===== src/rtl/dac_pkg.sv =====
// Shared types and constants for the DAC sample scheduler.
// Sample-rate macros fall back to a 50 MHz clock and a 1 MHz DAC rate when not supplied.
`ifndef FS
`define FS 1000000
`endif
`ifndef SYS_CLK_FREQ
`define SYS_CLK_FREQ 50000000
`endif

package dac_pkg;

    typedef enum logic [1:0] {
        ST_IDLE  = 2'd0,
        ST_MOD   = 2'd1,
        ST_TST   = 2'd2,
        ST_DRAIN = 2'd3
    } sched_st_t;

    localparam logic [7:0] MIDSCALE   = 8'h80;
    localparam int         FS_HZ      = `FS;
    localparam int         CLK_HZ     = `SYS_CLK_FREQ;
    localparam int         DIV        = CLK_HZ / FS_HZ;
    localparam int         FIFO_DEPTH = 16;

    function automatic logic [15:0] sat_inc16(input logic [15:0] v);
        return (v == 16'hFFFF) ? v : v + 16'd1;
    endfunction

endpackage


===== src/rtl/sync_fifo.sv =====
// Single-clock FIFO with first-word fall-through output and asynchronous active-low clear.
// Pushes at full and pops at empty are ignored.
module sync_fifo #(
    parameter int WIDTH = 8,
    parameter int DEPTH = 16
) (
    input  logic                     sys_clk,
    input  logic                     rst_n,
    input  logic                     push,
    input  logic                     pop,
    input  logic [WIDTH-1:0]         din,
    output logic [WIDTH-1:0]         dout,
    output logic                     full,
    output logic                     empty,
    output logic [$clog2(DEPTH):0]   count
);

    localparam int             AW       = $clog2(DEPTH);
    localparam logic [AW:0]    FULL_CNT = (AW+1)'(DEPTH);

    logic [WIDTH-1:0] mem [DEPTH];
    logic [AW-1:0]    wr_ptr;
    logic [AW-1:0]    rd_ptr;
    logic             do_push;
    logic             do_pop;

    assign full    = (count == FULL_CNT);
    assign empty   = (count == '0);
    assign do_push = push & !full;
    assign do_pop  = pop & !empty;
    assign dout    = mem[rd_ptr];

    always_ff @(posedge sys_clk) begin
        if (do_push) begin
            mem[wr_ptr] <= din;
        end
    end

    always_ff @(posedge sys_clk or negedge rst_n) begin
        if (!rst_n) begin
            wr_ptr <= '0;
            rd_ptr <= '0;
            count  <= '0;
        end else begin
            if (do_push) begin
                wr_ptr <= wr_ptr + 1'b1;
            end
            if (do_pop) begin
                rd_ptr <= rd_ptr + 1'b1;
            end
            case ({do_push, do_pop})
                2'b10:   count <= count + 1'b1;
                2'b01:   count <= count - 1'b1;
                default: count <= count;
            endcase
        end
    end

endmodule


===== src/rtl/dac_sched.sv =====
// Arbitrates the DAC sample path between the modulator and the test source per frame,
// buffers the owner's samples and releases one per sample period.
module dac_sched #(
    parameter int         DIV        = dac_pkg::DIV,
    parameter int         FIFO_DEPTH = dac_pkg::FIFO_DEPTH,
    parameter logic [7:0] MIDSCALE   = dac_pkg::MIDSCALE
) (
    input  logic        sys_clk,
    input  logic        rst_n,
    input  logic        mod_req,
    input  logic [7:0]  mod_data,
    input  logic        mod_valid,
    output logic        mod_ready,
    input  logic        tst_req,
    input  logic [7:0]  tst_data,
    input  logic        tst_valid,
    output logic        tst_ready,
    output logic [1:0]  owner,
    output logic        sample_stb,
    output logic [7:0]  dac_sample,
    output logic [15:0] underflow_cnt
);

    import dac_pkg::*;

    localparam int              CW      = $clog2(DIV);
    localparam int              FCW     = $clog2(FIFO_DEPTH) + 1;
    localparam logic [CW-1:0]   CNT_MAX = CW'(DIV - 1);

    logic [CW-1:0]  cnt;
    logic           tick;
    sched_st_t      state;
    sched_st_t      state_next;
    logic           fifo_push;
    logic           fifo_pop;
    logic           fifo_full;
    logic           fifo_empty;
    logic [7:0]     fifo_din;
    logic [7:0]     fifo_dout;
    logic [FCW-1:0] fifo_count;
    logic [15:0]    underflow_q;

    assign tick          = (cnt == CNT_MAX);
    assign fifo_pop      = tick & !fifo_empty;
    assign underflow_cnt = underflow_q;

    always_ff @(posedge sys_clk or negedge rst_n) begin
        if (!rst_n) begin
            cnt <= '0;
        end else if (tick) begin
            cnt <= '0;
        end else begin
            cnt <= cnt + 1'b1;
        end
    end

    always_ff @(posedge sys_clk or negedge rst_n) begin
        if (!rst_n) begin
            state <= ST_IDLE;
        end else begin
            state <= state_next;
        end
    end

    // Ownership only changes through IDLE, so the two streams can never interleave in the FIFO.
    always_comb begin
        state_next = state;
        mod_ready  = 1'b0;
        tst_ready  = 1'b0;
        fifo_push  = 1'b0;
        fifo_din   = mod_data;
        unique case (state)
            ST_IDLE: begin
                if (mod_req) begin
                    state_next = ST_MOD;
                end else if (tst_req) begin
                    state_next = ST_TST;
                end
            end
            ST_MOD: begin
                mod_ready = !fifo_full;
                fifo_push = mod_valid & !fifo_full;
                if (!mod_req) begin
                    state_next = ST_DRAIN;
                end
            end
            ST_TST: begin
                tst_ready = !fifo_full;
                fifo_din  = tst_data;
                fifo_push = tst_valid & !fifo_full;
                if (!tst_req) begin
                    state_next = ST_DRAIN;
                end
            end
            ST_DRAIN: begin
                if (fifo_count == '0) begin
                    state_next = ST_IDLE;
                end
            end
            default: state_next = ST_IDLE;
        endcase
    end

    sync_fifo #(
        .WIDTH (8),
        .DEPTH (FIFO_DEPTH)
    ) u_fifo (
        .sys_clk (sys_clk),
        .rst_n   (rst_n),
        .push    (fifo_push),
        .pop     (fifo_pop),
        .din     (fifo_din),
        .dout    (fifo_dout),
        .full    (fifo_full),
        .empty   (fifo_empty),
        .count   (fifo_count)
    );

    // Starvation is only counted while a source owns the path; idle and drain gaps are expected.
    always_ff @(posedge sys_clk or negedge rst_n) begin
        if (!rst_n) begin
            sample_stb  <= 1'b0;
            dac_sample  <= MIDSCALE;
            underflow_q <= '0;
            owner       <= 2'd0;
        end else begin
            sample_stb <= tick;
            owner      <= state;
            if (tick) begin
                if (!fifo_empty) begin
                    dac_sample <= fifo_dout;
                end else begin
                    dac_sample <= MIDSCALE;
                    if (state == ST_MOD || state == ST_TST) begin
                        underflow_q <= sat_inc16(underflow_q);
                    end
                end
            end
        end
    end

endmodule


===== config.mk =====
export PLATFORM = sky130hd
export DESIGN_NAME = dac_sched
export DESIGN_NICKNAME = d
export VERILOG_FILES = /design/src/rtl/dac_pkg.sv /design/src/rtl/sync_fifo.sv /design/src/rtl/dac_sched.sv
export SDC_FILE = /design/constraint.sdc
export NUM_CORES = 1
export LEC_CHECK = 0
export CORE_MARGIN = 2
export CORE_UTILIZATION = 63
export DETAILED_ROUTE_END_ITERATION = 10
export DONT_BUFFER_PORTS = 1
export PLACE_DENSITY = 0.79
export SYNTH_ARGS = -nofsm -noshare
export SYNTH_HDL_FRONTEND = slang
export SYNTH_SLANG_ARGS = --single-unit

===== constraint.sdc =====
create_clock -name sys_clk -period 3.7 [get_ports sys_clk]
set_clock_uncertainty 0.1 [all_clocks]
set_input_delay 0.37 -clock sys_clk [delete_from_list [all_inputs] [get_ports sys_clk]]
set_output_delay 0.37 -clock sys_clk [all_outputs]
set_load 0.05 [all_outputs]

Word level (Yosys, flattened, before mapping)
Memories as Yosys holds them, arrays and structs flattened.
Index checks and enable logic that the tools add are counted.
{"block": "totals", "latchBits": 0, "reg_bits": 48, "out_inout_bits": 29, "in_bits": 22, "rom_bits": 0, "n_memories": 1, "ramBits": 128, "elab_cells": 57}
{"memory": "u_fifo.mem", "depth": 16, "width": 8, "rd": 1, "rd_clocked_by_memory_dff": 0, "wr": 1, "line": "sync_fifo.sv:21", "source": "logic [WIDTH-1:0] mem [DEPTH];"}
{"block": "op_classes", "div": 0, "shift": 0, "mux": 15, "bitwise_logic": 6, "n_reduce_logical": 8, "addsub": 6, "n_mul": 0, "order_cmp": 0, "eq_ne": 12}
{"op": "$add A16 B1 Y16 const B", "count": 1}
{"op": "$eq A16 B16 Y1 const B", "count": 1}
{"op": "$mux W8", "count": 2}
{"op": "$mux W2", "count": 5}
{"op": "$pmux W5 S2", "count": 1}
{"op": "$add A4 B1 Y4 const B", "count": 2}
{"op": "$pmux W2 S4", "count": 1}
{"op": "$reduce_and A4 Y1", "count": 2}
{"op": "$add A6 B1 Y6 const B", "count": 1}
{"op": "$eq A2 B2 Y1 const B", "count": 3}
{"op": "$eq A6 B6 Y1 const B", "count": 1}
{"op": "$mux W6", "count": 1}
{"op": "$ne A2 B2 Y1 const B", "count": 3}
{"op": "$add A5 B1 Y5 const B", "count": 1}
{"op": "$and A1 B1 Y1", "count": 5}
{"op": "$eq A5 B5 Y1 const B", "count": 1}
{"op": "$logic_not A5 Y1", "count": 1}
{"op": "$sub A5 B1 Y5 const B", "count": 1}
{"op": "$eq A2 B1 Y1 const B", "count": 2}
{"op": "$mux W1", "count": 4}
{"op": "$ne A3 B3 Y1 const B", "count": 1}
{"op": "$logic_not A1 Y1", "count": 2}
{"op": "$logic_not A2 Y1", "count": 1}
{"op": "$pmux W1 S2", "count": 1}
{"op": "3 further kinds", "count": 3}

Depth between registers and ports, before layout
Gate-level depths: netlist (run 1).
{"block": "logic_depth", "depth_word": 7, "mapped_depth": 15}

Hierarchy
A second synthesis (run 1) with hierarchy kept.
{"block": "hier_totals", "cells_unflattened": 499, "area_unflattened_um2": 7549.7}
{"module": "sync_fifo", "area_each_um2": 5779.3, "n_inst": 1, "seq_area_each_um2": 4169.0, "cells_per_inst": 332}
{"module": "dac_sched", "area_each_um2": 1770.4, "n_inst": 1, "seq_area_each_um2": 877.1, "cells_per_inst": 167}

Worst setup path before layout (run 1)
OpenSTA, ideal clock, no wires.
{"block": "synth_path", "kind": "flip-flop to flip-flop", "startpoint": "reg cnt[1]", "endpoint": "reg u_fifo.count[4]", "required_time_ps": 3521, "setup_ps": 79, "path_stages_with_launch": 16, "path_slack_ps": 587, "period_less_slack_ps": 3113, "arrival_ps": 2934, "cell_sequence": "dfrtp_1 > inv_1 > ha_1 > nand3b_1 > or2_2 > clkbuf_1 > nor2_1 > ha_1 > clkbuf_1 > xor2_1 > ha_1 > a21o_1 > nand2_1 > a21o_1 > a21oi_1 > xor2_1"}
{"block": "synth_between", "elab_chain_cells": 5, "elab_cells_between_ends": 7, "cone_classes": "eq/ne (3); mux (1); bitwise (2); reduce/logical (1)"}
{"element": "start: declaration", "line": "dac_sched.sv:30", "source": "logic [CW-1:0] cnt;"}
{"element": "start signal: assignment", "line": "dac_sched.sv:53", "source": "cnt <= cnt + 1'b1;"}
{"element": "$eq A6 B6 Y1 (*)", "line": "dac_sched.sv:43", "source": "assign tick = (cnt == CNT_MAX);"}
{"element": "$and A1 B1 Y1 (*)", "line": "dac_sched.sv:44", "source": "assign fifo_pop = tick & !fifo_empty;"}
{"element": "$and A1 B1 Y1 (*)", "line": "sync_fifo.sv:30", "source": "assign do_pop = pop & !empty;"}
{"element": "named net u_fifo.do_pop", "line": "sync_fifo.sv:25", "source": "logic do_pop;"}
{"element": "$eq A2 B1 Y1 / $eq A2 B2 Y1 (equally long branches)", "line": "sync_fifo.sv:51", "source": "case ({do_push, do_pop})"}
{"element": "$pmux W5 S2 / $reduce_bool A2 Y1 (equally long branches)"}
{"element": "end signal: assignment", "line": "sync_fifo.sv:52", "source": "2'b10: count <= count + 1'b1;"}
{"element": "end signal: assignment", "line": "sync_fifo.sv:53", "source": "2'b01: count <= count - 1'b1;"}
{"element": "end signal: assignment", "line": "sync_fifo.sv:54", "source": "default: count <= count;"}
{"element": "end: declaration", "line": "sync_fifo.sv:15", "source": "output logic [$clog2(DEPTH):0] count"}
Mark *: on every way through the listed nets, which the timed path passes. The rest lies on a longest branch.
A chain may end at the register's enable or synchronous reset.

Final worst setup path (run 1)
{"block": "layout_path", "startpoint": "reg state[0]", "endpoint": "reg u_fifo.count[4]"}
{"block": "layout_between", "elab_chain_cells": 5, "elab_cells_between_ends": 8, "cone_classes": "eq/ne (4); mux (2); bitwise (1); reduce/logical (1)"}
{"element": "start: declaration", "line": "dac_sched.sv:32", "source": "sched_st_t state;"}
{"element": "start signal: assignment", "line": "dac_sched.sv:61", "source": "state <= state_next;"}
{"element": "$eq A2 B2 Y1 / $eq A2 B1 Y1 (equally long branches)", "line": "dac_sched.sv:72", "source": "unique case (state)"}
{"element": "$pmux W1 S2 (*)", "line": "dac_sched.sv:72"}
{"element": "$and A1 B1 Y1 (*)", "line": "sync_fifo.sv:29", "source": "assign do_push = push & !full;"}
{"element": "$eq A2 B1 Y1 / $eq A2 B2 Y1 (equally long branches)", "line": "sync_fifo.sv:51"}
{"element": "$pmux W5 S2 / $reduce_bool A2 Y1 (equally long branches)"}
Mark *: on every way between the ends. The rest lies on a longest branch, timed or not.

==> results.sh, run 1 <==
export IMPL_grt_start_max_net_pins=49
export IMPL_critical_path_launch_point_type="flip-flop"
export IMPL_setup_violations_final=0
export IMPL_fp_coreArea_sq_mm=0.0115
export IMPL_critical_path_slowest_cell="dfrtp_1"
export IMPL_wl_per_cell_um=23.8
export IMPL_first_pass_iters=4
export IMPL_cellPowerDensity_mw_per_mm2=663
export IMPL_p_switching_uw=1640
export IMPL_mappedNetlistArea_sq_mm=0.00746
export IMPL_fillers=697
export IMPL_power_share_switching_pct=29.8
export IMPL_most_common_cell_after_layout_fill_and_taps_aside="edfxtp_1"
export IMPL_power_internal_uw=3860
export IMPL_final_hold_violation_count=0
export IMPL_worst_skew_pair_late_latency_ns=0.43
export IMPL_drc_errors=0
export IMPL_detail_placement_hpwl_mm=9.27
export IMPL_result_of_the_run="finished clean"
export IMPL_criticalPathCategory="flip-flop to flip-flop"
export IMPL_hold_path_class="input pin to flip-flop"
export IMPL_clock_root_buffer="clkbuf_16"
export IMPL_period_minus_slack_ns=3.21
export IMPL_grt_total_usage_pct=24.6
export IMPL_syn_inst=444
export IMPL_synth_area_leader_cell="edfxtp_1"
export IMPL_clock_sinks=176
export IMPL_hold_start="mod_req"
export IMPL_synth_top_cells_by_area="edfxtp_1 (52%), dfrtp_1 (16%), mux4_2 (10%), ha_1 (2.7%), mux2i_1 (2.0%)"
export IMPL_timing_critical_path_slowest_cell_delay_ns=0.43
export IMPL_max_cap_viol_count=0
export IMPL_dr_total_vias=3921
export IMPL_postSynth_topFlopCell="edfxtp_1"
export IMPL_portBuffers=0
export IMPL_ys_warnings_count=0
export IMPL_cp_data_arrival_time_ns=3.46
export IMPL_worstPathMaxFanout=8
export IMPL_mappedNetlistNets=482
export IMPL_slew_viol_final=0
export IMPL_clkTransAtPathRegs_ns=0.06
export IMPL_n_antenna_cell=0
export IMPL_number_of_global_route_vias_before_repair=4056
export IMPL_worstPathCellList="inv_1 -> ha_1 -> mux2_2 -> and3_1 -> inv_1 -> ha_1 -> xor2_1 -> ha_1 -> a21o_1 -> nand2_1 -> a21o_1 -> a21oi_1 -> xor2_1"
export IMPL_relative_area_change_from_synthesis_to_final_layout_pct=11.1
export IMPL_synth_seq_cells=176
export IMPL_final_setup_tns_ns=0
export IMPL_proportion_of_synthesized_flip_flops_having_asynchronous_set_or_reset_pct=27.3
export IMPL_netlist_cell_type_count=51
export IMPL_post_cts_repair_setup_buffers=0
export IMPL_postRouteWirelength_mm=14.6
export IMPL_vias_per_cell=6.38
export IMPL_remaining_max_slew_budget_at_the_tightest_pin_pct=39.7
export IMPL_finalWeightedCongestion=0.842
export IMPL_grt_overflow=0
export IMPL_die_y_um=113
export IMPL_core_rowCount=39
export IMPL_tritoncts_num_buffers=17
export IMPL_cts_max_level=4
export IMPL_clkPwrFrac_pct=32.1
export IMPL_design_die_area_sq_mm=0.0127
export IMPL_vdd_ir_drop_worst_mv=0.467
export IMPL_seq_power_share_pct=47.9
export IMPL_layout_common_cells="edfxtp_1 (128), dfrtp_1 (46), mux4_2 (33), nor2_1 (21), nand2_1 (21)"
export IMPL_synth_edf_count=128
export IMPL_power_share_combinational_pct=20.0
export IMPL_yosysTopAreaCellShare_pct=51.5
export IMPL_postLayoutCoreUtil_pct=72.3
export IMPL_worst_setup_path_startpoint="state[0]"
export IMPL_multi_input_logic_area_sq_mm=0.00230
export IMPL_yosysSeqAreaShare_pct=67.6
export IMPL_grt_first_pass_wirelength_mm=22.7
export IMPL_critical_path_end_type="flip-flop"
export IMPL_number_of_antenna_violating_nets_in_the_routed_design=0
export IMPL_num_io_pins=51
export IMPL_timing_rr_start="state[0]"
export IMPL_clock_tree_buffer_depth=2
export IMPL_tightestPinTransition_ns=0.902
export IMPL_crit_required_ns=3.95
export IMPL_dieWidth_um=113
export IMPL_fin_nets=497
export IMPL_tritoncts="built"
export IMPL_fmax_mhz=312
export IMPL_initial_core_util_pct=65.1
export IMPL_rsz_0062_raised_after_global_routing="no"
export IMPL_total_leakage_power_uw=0.00294
export IMPL_critical_path_most_common_cell="ha_1"
export IMPL_drtIter0Drc=316
export IMPL_period_share_pct=86.7
export IMPL_area_sequential_sq_mm=0.00505
export IMPL_drive_above_1_share_pct=22.7
export IMPL_synth_avg_cell_area_sq_um=16.8
export IMPL_grt_antenna_before_repair=0
[worst paths after layout]
kind	to	slack, ns	depth (start not counted)
worst max-delay path	u_fifo.count[4]	0.49	13
worst min-delay path	state[1]	0.05	3
worst max register to register	u_fifo.count[4]	0.49	13
worst min register to register	owner[1]	0.38	0
max in group asynchronous	dac_sample[7]	2.87	2
min in group asynchronous	underflow_cnt[14]	0.36	2
[critical path, delay by kind of cell, from the launching register on]
kind            cells  cell delay, ns
compound gates      3            0.47
xor+xnor            2            0.34
fa+ha+maj           3            0.77
buf+inv             2            0.36
flops               1            0.43
mux                 1            0.33
simple gates        2            0.32
[cell usage after synthesis (7+ instances only)]
| cell type | n |
|---|---|
| edfxtp_1 | 128 |
| mux2i_1 | 15 |
| nor2_1 | 21 |
| dfrtp_1 | 47 |
| nand3_1 | 8 |
| ha_1 | 16 |
| inv_1 | 14 |
| o221ai_1 | 7 |
| nand2_1 | 21 |
| xnor2_1 | 11 |
| and2_1 | 11 |
| clkbuf_1 | 11 |
| mux2_2 | 13 |
| xor2_1 | 15 |
| a21oi_1 | 7 |
| mux4_2 | 33 |
| o21ai_0 | 10 |
[logic make-up (layout without fill, tap and decap cells)]
kind of cell,Yosys count,after routing,share of synthesized area (%)
DFF,176,176,67.6
and+or+nand+nor,98,98,7.49
muxes,62,62,14.1
AOI/OAI and AO/OA,34,34,3.30
buffers and inverters,32,60,1.73
xor gates and xnor gates,26,26,3.05
adders and majority gates,16,16,2.68
[layout make-up]
cell class	instances	area share [%]
Sequential cell	176	60.9
Multi-Input combinational cell	236	27.8
Clock inverter	15	1.89
Tap cell	143	2.16
Timing Repair Buffer	14	1.54
Inverter	14	0.634
Clock buffer	17	5.13
[flip-flops by register name, indices dropped and copies added, names as in the netlist, 2 cells and up]
register,flops
u_fifo.mem,128
underflow_cnt,16
owner,2
dac_sample,8
cnt,6
u_fifo.rd_ptr,4
state,2
u_fifo.count,5
u_fifo.wr_ptr,4
[power by group through the flow]
stage	Combinational, uW	Clock (uW)	Sequential [uW]
3_3_place_gp	1040	0	2650
2_1_floorplan	862	0	2590
6_report	1100	1770	2630
3_5_place_dp	1090	0	2670
5_1_grt	1220	1850	2650
4_1_cts	1100	1780	2630
[through the flow]
step | hold WS [ns] | area [sq um] | instances | setup WS, ns | total power, uW
floorplan | -0.0256 | 7460 | 444 | 0.587 | 3450
global placement | -0.0243 | 7670 | 581 | 0.695 | 3680
detailed placement | -0.0245 | 7670 | 581 | 0.544 | 3750
CTS | 0.0454 | 8290 | 615 | 0.518 | 5510
global route | 0.0966 | 8290 | 615 | 0.319 | 5720
finish | 0.0506 | 8290 | 615 | 0.494 | 5500
[repair_timing]
item	4_1_cts	5_1_grt
endpoints found under the hold margin	48	0
gates resized for setup	0	0
hold buffers	2	0
[per-layer routing]
layer | global-route usage (%) | vias up | wire, um
li1 | - | 1729 | -
met1 | 32.9 | 2029 | 5990
met2 | 40.4 | 137 | 7440
met3 | 4.93 | 26 | 902
met4 | 9.84 | 0 | 287
met5 | 0 | - | 0
Power figures use the tool's default switching activity.
==> inputs of run 2 (changes only) <==
- CORE_MARGIN: 2 -> 4
- SKIP_LAST_GASP: not set -> 1
==> results.sh, run 2 (same netlist as run 1, synthesis figures left out) <==
export IMPL_dr_total_vias=3935
export IMPL_slew_viol_final=0
export IMPL_number_of_antenna_violating_nets_in_the_routed_design=0
export IMPL_place_worst_setup_slack_ns=0.500
export IMPL_final_instance_count_excl_fill=616
export IMPL_total_leakage_power_uw=0.00294
export IMPL_drc_errors=0
export IMPL_grt_overflow=0
export IMPL_rsz_0062_raised_after_global_routing="no"
export IMPL_die_y_um=117
export IMPL_design_die_area_sq_mm=0.0137
export IMPL_n_antenna_cell=0
export IMPL_grt_antenna_before_repair=0
export IMPL_cts_max_level=4
export IMPL_hold_path_class="input pin to flip-flop"
export IMPL_initial_core_util_pct=64.8
export IMPL_num_io_pins=51
export IMPL_drive_above_1_share_pct=22.2
export IMPL_relative_area_change_from_synthesis_to_final_layout_pct=11.1
export IMPL_grt_start_max_net_pins=49
export IMPL_remaining_max_slew_budget_at_the_tightest_pin_pct=35.0
export IMPL_wl_per_cell_um=24.1
export IMPL_setup_violations_final=0
export IMPL_detail_placement_hpwl_mm=9.50
export IMPL_worst_skew_pair_late_latency_ns=0.42
export IMPL_dieWidth_um=117
export IMPL_criticalPathCategory="flip-flop to flip-flop"
export IMPL_final_area_sq_mm=0.00830
export IMPL_tritoncts_num_buffers=17
export IMPL_clock_sinks=176
export IMPL_tritoncts="built"
export IMPL_critical_path_launch_point_type="flip-flop"
export IMPL_vias_per_cell=6.39
export IMPL_portBuffers=0
export IMPL_vdd_ir_drop_worst_mv=0.422
export IMPL_most_common_cell_after_layout_fill_and_taps_aside="edfxtp_1"
export IMPL_final_setup_tns_ns=0
export IMPL_largest_register_ff_count=128
export IMPL_worstPathMaxFanout=8
export IMPL_setup_ws_ns=0.449
export IMPL_period_minus_slack_ns=3.25
export IMPL_finalWeightedCongestion=0.797
export IMPL_clock_tree_buffer_depth=2
export IMPL_clkTransAtPathRegs_ns=0.07
export IMPL_result_of_the_run="finished clean"
export IMPL_largest_register="u_fifo.mem"
export IMPL_place_detailed_instances=582
export IMPL_crit_required_ns=3.94
export IMPL_number_of_global_route_vias_before_repair=4215
export IMPL_max_cap_viol_count=0
export IMPL_layout_common_cells="edfxtp_1 (128), dfrtp_1 (46), mux4_2 (33), nor2_1 (21), nand2_1 (21)"
export IMPL_cellPowerDensity_mw_per_mm2=662
export IMPL_fin_nets=498
export IMPL_fillers=685
export IMPL_grt_total_usage_pct=24.4
export IMPL_critical_path_end_type="flip-flop"
export IMPL_first_pass_iters=4
export IMPL_post_cts_repair_setup_buffers=0
export IMPL_final_hold_violation_count=0
export IMPL_drtIter0Drc=340
export IMPL_grt_first_pass_wirelength_mm=23.7
export IMPL_period_share_pct=87.9
export IMPL_cp_data_arrival_time_ns=3.49
export IMPL_fmax_mhz=308
export IMPL_clock_root_buffer="clkbuf_16"
export IMPL_post_cts_resize_count=0
export IMPL_fp_coreArea_sq_mm=0.0115
export IMPL_tightestPinTransition_ns=0.971
export IMPL_dpl_instance_area_sq_mm=0.00768
export IMPL_holdBufCountCts=2
export IMPL_postRouteWirelength_mm=14.8
export IMPL_core_rowCount=39
[run 2: cell types whose count changed in the layout (fill, tap and decap cells not counted), sizes merged]
cell / before / now
buf: 13 / 14
bufinv: 2 / 3
clkbuf: 17 / 20
clkinv: 4 / 5
clkinvlp: 3 / 4
inv: 20 / 14
[run 2: path summary, 6_finish.rpt]
path                       startpoint                end  slack, ns  cells after the start
max                          state[0]    u_fifo.count[4]       0.45                     13
min                           mod_req           state[1]       0.04                      3
max reg2reg                  state[0]    u_fifo.count[4]       0.45                     13
min reg2reg                  state[1]           owner[1]       0.37                      0
max in group asynchronous       rst_n      dac_sample[7]       2.83                      2
min in group asynchronous       rst_n  underflow_cnt[15]       0.39                      2
[run 2: layer usage]
metal  routed length [um]  up-vias  part of all wire [%]  track usage [%]
met5                    0        -                     0                0
met4                  161        0                   1.1             7.03
met3                 1090       14                   7.4             6.38
met2                 7980      154                    54             40.4
met1                 5600     2031                    38             32.4
li1                     -     1736                     -                -
[run 2: report_power, final]
| part | leakage [uW] | internal, uW | switching (uW) |
|---|---|---|---|
| registers | 0.00178 | 2450 | 179 |
| logic | 0.000882 | 407 | 706 |
| clock network | 0.000273 | 1050 | 696 |
[run 2: layout make-up]
class                   count  area (sq um)  area share, %
repair buffers             15           135           1.63
multi-input cells         236          2300           27.7
flip-flops and latches    176          5050           60.8
clock inverters            12           144           1.73
clock buffers              20           437           5.26
well taps                 143           179           2.16
inverters                  14          52.6          0.633
[run 2: critical path, stage by stage (launching register included)]
cell	delay, ns
dfrtp_1	0.43
inv_1	0.13
ha_1	0.18
mux2_2	0.34
and3_1	0.27
inv_1	0.23
ha_1	0.37
xor2_1	0.19
ha_1	0.22
a21o_1	0.12
nand2_1	0.05
a21o_1	0.18
a21oi_1	0.16
xor2_1	0.19
[run 2: metrics by stage]
stage | util, % | hold slack (ns) | power, uW
after floorplan | - | -0.0256 | 3450
after global placement | 66.7 | -0.0245 | 3680
after detailed placement | 66.7 | -0.0245 | 3760
after CTS | 72.0 | 0.0365 | 5530
after global routing | 72.0 | 0.0893 | 5760
final | 72.0 | 0.0441 | 5490
==> inputs of run 3 (changes only) <==
- CAP_MARGIN: not set -> 40
- SLEW_MARGIN: not set -> 20
==> results.sh, run 3 (same netlist as run 1, synthesis figures left out) <==
export IMPL_result_of_the_run="finished clean"
export IMPL_max_cap_viol_count=0
export IMPL_grt_overflow=0
export IMPL_period_minus_slack_ns=3.23
export IMPL_worst_r2r_setup_slack_ns=0.47
export IMPL_timing_critical_path_slowest_cell_delay_ns=0.43
export IMPL_worst_skew_pair_late_latency_ns=0.43
export IMPL_grt_antenna_before_repair=0
export IMPL_finalWeightedCongestion=0.797
export IMPL_worstPathCellList="inv_1 -> ha_1 -> mux2_2 -> and3_1 -> inv_1 -> ha_1 -> xor2_1 -> ha_1 -> a21o_1 -> nand2_1 -> a21o_1 -> a21oi_1 -> xor2_1"
export IMPL_place_worst_setup_slack_ns=0.507
export IMPL_cellPowerDensity_mw_per_mm2=659
export IMPL_num_io_pins=51
export IMPL_clock_tree_buffer_depth=2
export IMPL_remaining_max_slew_budget_at_the_tightest_pin_pct=53.3
export IMPL_dieWidth_um=117
export IMPL_hold_path_class="input pin to flip-flop"
export IMPL_grt_total_usage_pct=23.9
export IMPL_die_y_um=117
export IMPL_final_setup_tns_ns=0
export IMPL_number_of_antenna_violating_nets_in_the_routed_design=0
export IMPL_postRouteWirelength_mm=14.6
export IMPL_critical_path_launch_point_type="flip-flop"
export IMPL_n_antenna_cell=0
export IMPL_relative_area_change_from_synthesis_to_final_layout_pct=11.4
export IMPL_drtIter0Drc=394
export IMPL_vdd_ir_drop_worst_mv=0.461
export IMPL_cp_buffers_inverters=2
export IMPL_clock_sinks=176
export IMPL_critical_path_end_type="flip-flop"
export IMPL_slew_viol_final=0
export IMPL_crit_required_ns=3.94
export IMPL_largest_register="u_fifo.mem"
export IMPL_portBuffers=0
export IMPL_holdWs_ns=0.0542
export IMPL_min_delay_path_depth=3
export IMPL_wl_per_cell_um=23.7
export IMPL_setup_violations_final=0
export IMPL_vias_per_cell=6.38
export IMPL_period_share_pct=87.3
export IMPL_number_of_global_route_vias_before_repair=4137
export IMPL_rsz_0062_raised_after_global_routing="no"
export IMPL_criticalPathCategory="flip-flop to flip-flop"
export IMPL_fillers=681
export IMPL_fp_coreArea_sq_mm=0.0115
export IMPL_drive_above_1_share_pct=23.4
export IMPL_tightestPinTransition_ns=0.701
export IMPL_timing_reg2reg_worst_path_depth=13
export IMPL_largest_register_ff_count=128
export IMPL_first_pass_iters=5
export IMPL_detail_placement_hpwl_mm=9.54
export IMPL_hold_start="mod_req"
export IMPL_post_cts_repair_setup_buffers=0
export IMPL_dr_total_vias=3945
export IMPL_cp_data_arrival_time_ns=3.47
export IMPL_critical_path_top_delay_family="adder cells"
export IMPL_setup_ws_ns=0.472
export IMPL_most_common_cell_after_layout_fill_and_taps_aside="edfxtp_1"
export IMPL_critical_path_most_common_cell="ha_1"
export IMPL_postLayoutCoreUtil_pct=72.2
export IMPL_core_rowCount=39
export IMPL_worstPathMaxFanout=8
export IMPL_total_leakage_power_uw=0.00295
export IMPL_drc_errors=0
export IMPL_tritoncts="built"
export IMPL_cts_max_level=4
export IMPL_holdPathEnd="state[1]"
export IMPL_timing_rr_start="state[0]"
export IMPL_clock_root_buffer="clkbuf_16"
export IMPL_place_detailed_instances=583
export IMPL_tritoncts_num_buffers=17
export IMPL_design_die_area_sq_mm=0.0137
export IMPL_grt_first_pass_wirelength_mm=23.4
export IMPL_final_hold_violation_count=0
export IMPL_crit_reg2reg_capture="u_fifo.count[4]"
export IMPL_initial_core_util_pct=64.8
export IMPL_grt_start_max_net_pins=49
export IMPL_layout_common_cells="edfxtp_1 (128), dfrtp_1 (46), mux4_2 (33), nor2_1 (21), nand2_1 (21)"
export IMPL_critical_path_slowest_cell="dfrtp_1"
export IMPL_clkTransAtPathRegs_ns=0.06
export IMPL_fmax_mhz=310
export IMPL_final_instance_count_excl_fill=618
export IMPL_fin_nets=500
-- run 3: cell types whose count changed in the layout (fill, tap and decap cells not counted) --
| cell | change |
|---|---|
| clkinv_4 | +4 |
| clkinv_2 | -2 |
| clkbuf_1 | -3 |
| inv_6 | +3 |
| bufinv_16 | -1 |
| clkinv_1 | -1 |
| buf_4 | +2 |
-- run 3: cell type report --
type / count / area (sq um) / area share [%]
Clock buffer: 17 / 425 / 5.12
Clock inverter: 15 / 161 / 1.94
Inverter: 14 / 52.6 / 0.632
Multi-Input combinational cell: 236 / 2300 / 27.7
Sequential cell: 176 / 5050 / 60.7
Tap cell: 143 / 179 / 2.15
Timing Repair Buffer: 17 / 150 / 1.81
-- run 3: worst max-delay path by stage --
stage	to	from	cells after the start
2_1_floorplan	u_fifo.count[4]	cnt[1]	15
3_3_place_gp	u_fifo.count[4]	state[0]	13
3_5_place_dp	u_fifo.count[4]	state[0]	13
4_1_cts	u_fifo.count[4]	state[0]	13
5_1_grt	u_fifo.count[4]	state[0]	13
6_report	u_fifo.count[4]	state[0]	13
-- run 3: tightest hold or removal path: cells and delay by family --
kind,cells,cell delay [ns]
simple gates,1,0.03
compound gates,2,0.14
-- run 3: per-stage QoR --
stage	area (sq um)	total power, uW
floorplan	7460	3450
global placement	7680	3680
detailed placement	7680	3760
CTS	8310	5510
global route	8320	5750
finish	8320	5480
-- run 3: repair_timing --
action / CTS / global route
hold endpoints to repair: 48 / 0
gates resized for setup: 0 / 0
hold buffers: 2 / 0
-- run 3: report_power, final --
part	switching, uW	leakage (uW)	internal, uW
registers	177	0.00178	2450
clock network	744	0.000276	1000
logic	701	0.000893	409
total	1620	0.00295	3860
-- run 3: metal layers --
metal	global-route usage, %	share of wire (%)	vias up
met5	0	0	-
met4	6.04	1.3	0
met3	7.20	5.7	18
met2	38.6	53	117
met1	32.6	40	2056
li1	-	-	1754
